<file path="src/rtl/regfile_pkg.sv">
// Shared register-file constants, the write-back queue entry type and the
// per-entry forwarding match used by the lookup path.
package regfile_pkg;
  localparam int DW   = 16;
  localparam int AW   = 4;
  localparam int NREG = 1 << AW;

  typedef struct packed {
    logic          swap;
    logic [AW-1:0] reg_a;
    logic [AW-1:0] reg_b;
    logic [DW-1:0] data_a;
    logic [DW-1:0] data_b;
  } wb_entry_t;

  typedef struct packed {
    logic          hit;
    logic [DW-1:0] data;
  } lk_res_t;

  // reg_a is tested first so a swap with reg_a==reg_b yields data_b.
  function automatic lk_res_t lookup_entry(input wb_entry_t e, input logic [AW-1:0] r);
    lk_res_t res;
    res.hit  = 1'b0;
    res.data = '0;
    if (e.reg_a == r) begin
      res.hit  = 1'b1;
      res.data = e.swap ? e.data_b : e.data_a;
    end else if (e.swap && (e.reg_b == r)) begin
      res.hit  = 1'b1;
      res.data = e.data_a;
    end
    return res;
  endfunction
endpackage

</file>
<file path="src/rtl/wb_fifo.sv">
// Circular write-back queue; every slot is exposed so the owner can run
// a forwarding search across all queued entries.
module wb_fifo
  import regfile_pkg::*;
#(
  parameter int DEPTH = 4,
  parameter int W     = $bits(wb_entry_t),
  localparam int PW   = $clog2(DEPTH)
) (
  input  logic                    clk,
  input  logic                    rst,
  input  logic                    push,
  input  logic                    pop,
  input  logic [W-1:0]            wdata,
  output logic [W-1:0]            rdata,
  output logic [PW-1:0]           head,
  output logic [PW:0]             count,
  output logic [DEPTH-1:0][W-1:0] slots
);
  logic [W-1:0]  mem [DEPTH];
  logic [PW-1:0] head_reg, tail_reg;
  logic [PW:0]   count_reg;

  // Pointers wrap naturally because DEPTH is a power of two.
  always_ff @(posedge clk or negedge rst) begin
    if (!rst) begin
      head_reg  <= '0;
      tail_reg  <= '0;
      count_reg <= '0;
    end else begin
      if (push) tail_reg <= tail_reg + 1'b1;
      if (pop)  head_reg <= head_reg + 1'b1;
      case ({push, pop})
        2'b10:   count_reg <= count_reg + 1'b1;
        2'b01:   count_reg <= count_reg - 1'b1;
        default: ;
      endcase
    end
  end

  always_ff @(posedge clk) begin
    if (push) mem[tail_reg] <= wdata;
  end

  for (genvar gi = 0; gi < DEPTH; gi++) begin : g_slot
    assign slots[gi] = mem[gi];
  end

  assign rdata = mem[head_reg];
  assign head  = head_reg;
  assign count = count_reg;
endmodule

</file>
<file path="src/rtl/reg_writeback_ctrl.sv">
// Register write-back controller: queues single/swap writes, drains one per
// cycle when the register file allows, and forwards the youngest pending value.
module reg_writeback_ctrl #(
  parameter int DEPTH = 4,
  parameter int DW    = 16,
  parameter int AW    = 4,
  localparam int PW   = $clog2(DEPTH)
) (
  input  logic          clk,
  input  logic          rst,
  input  logic          req_valid,
  output logic          req_ready,
  input  logic          req_swap,
  input  logic [AW-1:0] req_reg_a,
  input  logic [AW-1:0] req_reg_b,
  input  logic [DW-1:0] req_data_a,
  input  logic [DW-1:0] req_data_b,
  input  logic          wb_en,
  output logic          rf_wrt,
  output logic          rf_swp,
  output logic [AW-1:0] rf_reg_a,
  output logic [AW-1:0] rf_reg_b,
  output logic [DW-1:0] rf_data_a,
  output logic [DW-1:0] rf_data_b,
  input  logic [AW-1:0] lk_reg,
  output logic          lk_hit,
  output logic [DW-1:0] lk_data,
  output logic [PW:0]   pending,
  output logic          empty
);
  import regfile_pkg::*;

  localparam int EW = $bits(wb_entry_t);

  wb_entry_t                req_entry, head_entry, rf_entry;
  logic [EW-1:0]            head_raw;
  logic [DEPTH-1:0][EW-1:0] slots;
  logic [PW-1:0]            head;
  logic [PW:0]              count;
  logic                     push, pop;

  logic          rf_wrt_reg, rf_swp_reg;
  logic [AW-1:0] rf_reg_a_reg, rf_reg_b_reg;
  logic [DW-1:0] rf_data_a_reg, rf_data_b_reg;

  assign req_entry = '{swap: req_swap, reg_a: req_reg_a, reg_b: req_reg_b,
                       data_a: req_data_a, data_b: req_data_b};

  // Readiness comes from the registered count only, so a full queue refuses
  // a request even in a cycle where it also drains.
  assign req_ready = (count < (PW+1)'(DEPTH));
  assign empty     = (count == '0);
  assign pending   = count;
  assign push      = req_valid && req_ready;
  assign pop       = !empty && wb_en;

  wb_fifo #(.DEPTH(DEPTH), .W(EW)) u_fifo (
    .clk   (clk),
    .rst   (rst),
    .push  (push),
    .pop   (pop),
    .wdata (req_entry),
    .rdata (head_raw),
    .head  (head),
    .count (count),
    .slots (slots)
  );

  assign head_entry = wb_entry_t'(head_raw);

  always_ff @(posedge clk or negedge rst) begin
    if (!rst) begin
      rf_wrt_reg    <= 1'b0;
      rf_swp_reg    <= 1'b0;
      rf_reg_a_reg  <= '0;
      rf_reg_b_reg  <= '0;
      rf_data_a_reg <= '0;
      rf_data_b_reg <= '0;
    end else if (pop) begin
      rf_wrt_reg    <= 1'b1;
      rf_swp_reg    <= head_entry.swap;
      rf_reg_a_reg  <= head_entry.reg_a;
      rf_reg_b_reg  <= head_entry.reg_b;
      rf_data_a_reg <= head_entry.data_a;
      rf_data_b_reg <= head_entry.data_b;
    end else begin
      rf_wrt_reg <= 1'b0;
      rf_swp_reg <= 1'b0;
    end
  end

  assign rf_wrt    = rf_wrt_reg;
  assign rf_swp    = rf_swp_reg;
  assign rf_reg_a  = rf_reg_a_reg;
  assign rf_reg_b  = rf_reg_b_reg;
  assign rf_data_a = rf_data_a_reg;
  assign rf_data_b = rf_data_b_reg;

  assign rf_entry = '{swap: rf_swp_reg, reg_a: rf_reg_a_reg, reg_b: rf_reg_b_reg,
                      data_a: rf_data_a_reg, data_b: rf_data_b_reg};

  // Results are indexed by age: 0 is the head (oldest queued entry).
  lk_res_t                 rf_res;
  lk_res_t [DEPTH-1:0]     age_res;
  logic    [DEPTH-1:0]     age_valid;

  assign rf_res = lookup_entry(rf_entry, lk_reg);

  for (genvar gi = 0; gi < DEPTH; gi++) begin : g_age
    logic [PW-1:0] idx;
    assign idx            = head + PW'(gi);
    assign age_valid[gi]  = ((PW+1)'(gi) < count);
    assign age_res[gi]    = lookup_entry(wb_entry_t'(slots[idx]), lk_reg);
  end

  // Walk oldest to youngest so the last match seen is the youngest write.
  always_comb begin
    lk_hit  = 1'b0;
    lk_data = '0;
    if (rf_wrt_reg && rf_res.hit) begin
      lk_hit  = 1'b1;
      lk_data = rf_res.data;
    end
    for (int k = 0; k < DEPTH; k++) begin
      if (age_valid[k] && age_res[k].hit) begin
        lk_hit  = 1'b1;
        lk_data = age_res[k].data;
      end
    end
  end
endmodule

</file>
<file path="config.mk">
export PLATFORM = sky130hd
export DESIGN_NAME = reg_writeback_ctrl
export DESIGN_NICKNAME = d
export VERILOG_FILES = /design/src/rtl/regfile_pkg.sv /design/src/rtl/wb_fifo.sv /design/src/rtl/reg_writeback_ctrl.sv
export SDC_FILE = /design/constraint.sdc
export NUM_CORES = 1
export LEC_CHECK = 0
export ABC_AREA = 0
export CORE_UTILIZATION = 45
export CTS_CLUSTER_SIZE = 30
export DETAILED_ROUTE_END_ITERATION = 16
export PLACE_DENSITY = 0.7
export SLEW_MARGIN = 20
export SYNTH_ARGS = -nofsm -noshare
export SYNTH_HDL_FRONTEND = slang
export SYNTH_SLANG_ARGS = --single-unit
export TNS_END_PERCENT = 20
</file>
<file path="constraint.sdc">
create_clock -name clk -period 5.45 [get_ports clk]
set_clock_uncertainty 0.15 [all_clocks]
set_input_delay 0.545 -clock clk [delete_from_list [all_inputs] [get_ports clk]]
set_output_delay 0.545 -clock clk [all_outputs]
set_load 0.05 [all_outputs]
</file>
==> key figures <==
Job
  – Max-cap violations: 0

Synth
  – Synth cell count leaders: edfxtp_1 (164), nand2_1 (107), mux2i_1 (95)
  – Mapped Area: roughly 0.012 mm²
  – Synth cell types: 52
  – EDFF count, synth: 164
  – Dominant cell type by area after synthesis: edfxtp_1
  – Syn. warnings: 0
  – Synth Flop Type: edfxtp_1
  – Synth Register Bits: ~210
  – Async SR Flop Fraction: 0.2300
  – Share of the synthesized area in the top cell type: 0.3953
  – Syn avg cell area: 12.92 µm²
  – Mapped Cells: 964
  – Synth area leaders: edfxtp_1 (40%), mux4_2 (13%), dfrtp_1 (9.8%)
  – Most frequent cell after synthesis: edfxtp_1
  – Post-Syn Nets: 1022
  – Sequential share of the synthesized area: 0.4937

Global route
  – Initial antenna violation count: 0
  – Vias in the first global route: 8663
  – Remaining Overflow, GRT: 0
  – Largest net degree at the start of global routing: roughly 140
  – GRT Total Usage: 0.2190
  – First-pass GRT wire length: 47930 µm

Run status
  – Status: finished clean

Placed design
  – Placed cells: ~1400
  – IO Port Bufs: 112
  – GPL Wtd Cong: between 0.8 and 0.9
  – DP Wirelength: 20800 µm

Drt
  – Via count: 8511
  – Drt pass-1 iters: 7
  – Vias per Instance: 6.028
  – Antenna viol nets, final: 0
  – WL/cell: 21.81 µm
  – Number of DRC markers in iteration 0: around 760
  – DRC: 0
  – Final wirelength: between 30000 and 40000 µm

Worst hold path
  – Worst Hold Class: primary input to async pin

Layout
  – Largest register FFs: 164
  – Utilization after layout: 0.5465
  – Antenna cells: 0
  – Final nets: 1114
  – Area growth syn-to-layout: 18.54%
  – Final std cells w/o fill: ~1400
  – Fraction of layout cells with a size suffix above 1: 0.2148

Power and ir drop
  – Leak: between 5 and 6 nW
  – P per Cell Area: about 630 mW/mm²
  – VDD IR-drop max: 373.7 µV

Worst setup path
  – CP max-delay cell: dfrtp_4
  – Crit Path Category: flip-flop to output port
  – R2r setup slk: 1930 ps
  – Cells along the critical path: mux4_2 -> xnor2_1 -> nand3_1 -> nor3_1 -> o32a_1 -> nor4_1 -> nand3_1 -> clkdlybuf4s50_1
  – Crit start category: flip-flop
  – Critical path buffers and inverters: 1
  – Slowest stage delay, CP: 820 ps
  – Delay-heaviest family, CP: simple AND/OR/NAND/NOR gates
  – Type of destination of the critical path: output port
  – CP max FO: 37
  – R2R cell count: 4
  – Worst Path Required: 4760 ps
  – Cell mode on critical path: nand3_1
  – FF-to-FF Start: u_fifo.head[0]$_DFFE_PN0P_
  – Critical path arrival: 4490 ps
  – Worst reg2reg path endpoint: rf_data_b[14]$_DFFE_PN0P_

STA
  – Fmax: 192.7 MHz
  – Minimum clock period: 5189 ps
  – TNS Setup: 0 ps
  – Slew HR: 0.3838
  – Final period util: 0.9521
  – Fin. Hold Viols: 0
  – Worst Tran Pin Value: 924.3 ps
  – Fin. max-slew vios: 0
  – Setup violations, final: 0
  – RSZ-0062 raised after global routing: false

CTS
  – H-tree lvl count: 1
  – Longest Clk Path Bufs: 3
  – Later-pin clock latency in the skew report: 500 ps
  – CTS tree: done
  – Root Driver: clkbuf_16
  – CTS Hold Bufs: 0
  – CTS Buf Count: 23
  – Clock sinks: 213
  – Postcts setup bufs: 0
  – Post-CTS sizing: 0
  – Clock Pin Slew Worst Setup and Hold Paths: 60 ps

Floorplan
  – Initial Util: 0.4610
  – I/O pin cnt: ~110
  – Die W: 168.4 µm
  – Core ar.: 0.02703 mm²
  – Num rows: 60
  – Die H: 168.4 µm
  – Die area: roughly 0.028 mm²
==> worst register-to-register path: cells and delay by family (launching register included) <==
kind / cells / cell delay [ps]
mux: 2 / 930
buf+inv: 2 / 1510
flops: 1 / 820
==> where the power goes <==
group | total, mW | switching (mW) | internal [mW]
clock network | 1.53 | 0.619 | 0.914
logic | 5.32 | 3.10 | 2.22
registers | 2.52 | 0.388 | 2.13
total | 9.38 | 4.11 | 5.27
==> through the flow <==
stage / setup slack [ps] / hold WS [ps] / total power [mW] / area [µm²]
2_1_floorplan: 1382 / 99.41 / 6.185 / 12460
3_3_place_gp: 777.6 / 346.7 / 7.819 / 14020
3_5_place_dp: 716.2 / 345.7 / 7.877 / 14020
4_1_cts: 275.2 / 32.23 / 9.416 / 14770
5_1_grt: 11.89 / 57.00 / 9.863 / 14770
6_report: 260.8 / 8.281 / 9.376 / 14770
==> logic make-up after synthesis <==
logic type               share of synthesized area
AO/OA/AOI/OAI                              0.08526
XOR/XNOR                                   0.03304
adder cells (fa/ha/maj)                   0.009038
buffers and inverters                      0.03284
flip-flops                                  0.4937
multiplexers                                0.2616
AND/OR/NAND/NOR                            0.08456
==> layer usage <==
metal  GRT usage  share of wire  vias up
met1      0.2897           0.43     4209
li1            -              -     3939
met5           0              0        -
met2      0.3594           0.47      297
met3     0.03550          0.058       66
met4     0.09130          0.036        0
==> area by class of cell <==
class | instances | area (µm²)
Clock buffer | 25 | 583.1
Clock inverter | 15 | 158.9
Fill cell | 2231 | 12260
Inverter | 11 | 42.54
Multi-Input combinational cell | 666 | 5927
Sequential cell | 213 | 6158
Tap cell | 341 | 426.7
Timing Repair Buffer | 141 | 1473
==> cells in the final DEF (no fill, tap or decap), drive strengths merged, types with 2 or more instances in the layout <==
cell and count:
and4 20, buf 46, nor4 3, bufinv 3, a21oi 27, nor2 37, nand2b 4, nand3 17
edfxtp 164, o22ai 4, a41oi 4, nor3 7, a31oi 2, ha 9, clkdlybuf4s50 95, a22o 6
o221ai 10, mux2i 95, clkinv 11, nor2b 2, xnor2 22, nand2 107, inv 10, xor2 25
a2111oi 10, clkbuf 25, a21o 2, dfrtp 49, nand4 9, mux2 57, and2 5, a41o 2
a22oi 2, a211oi 2, clkinvlp 2, mux4 74, a32oi 11, o21ai 84
==> how the worst max path moves through the flow <==
stage	start	to	cells after the start
after global placement	lk_reg[3]	lk_data[1]	10
after detailed placement	lk_reg[3]	lk_hit	8
after global routing	u_fifo.head[0]$_DFFE_PN0P_	lk_data[3]	11
after floorplan	u_fifo.head[0]$_DFFE_PN0P_	lk_data[12]	12
final	u_fifo.head[0]$_DFFE_PN0P_	lk_hit	8
after CTS	u_fifo.head[0]$_DFFE_PN0P_	lk_hit	8
Power figures use the tool's default switching activity.
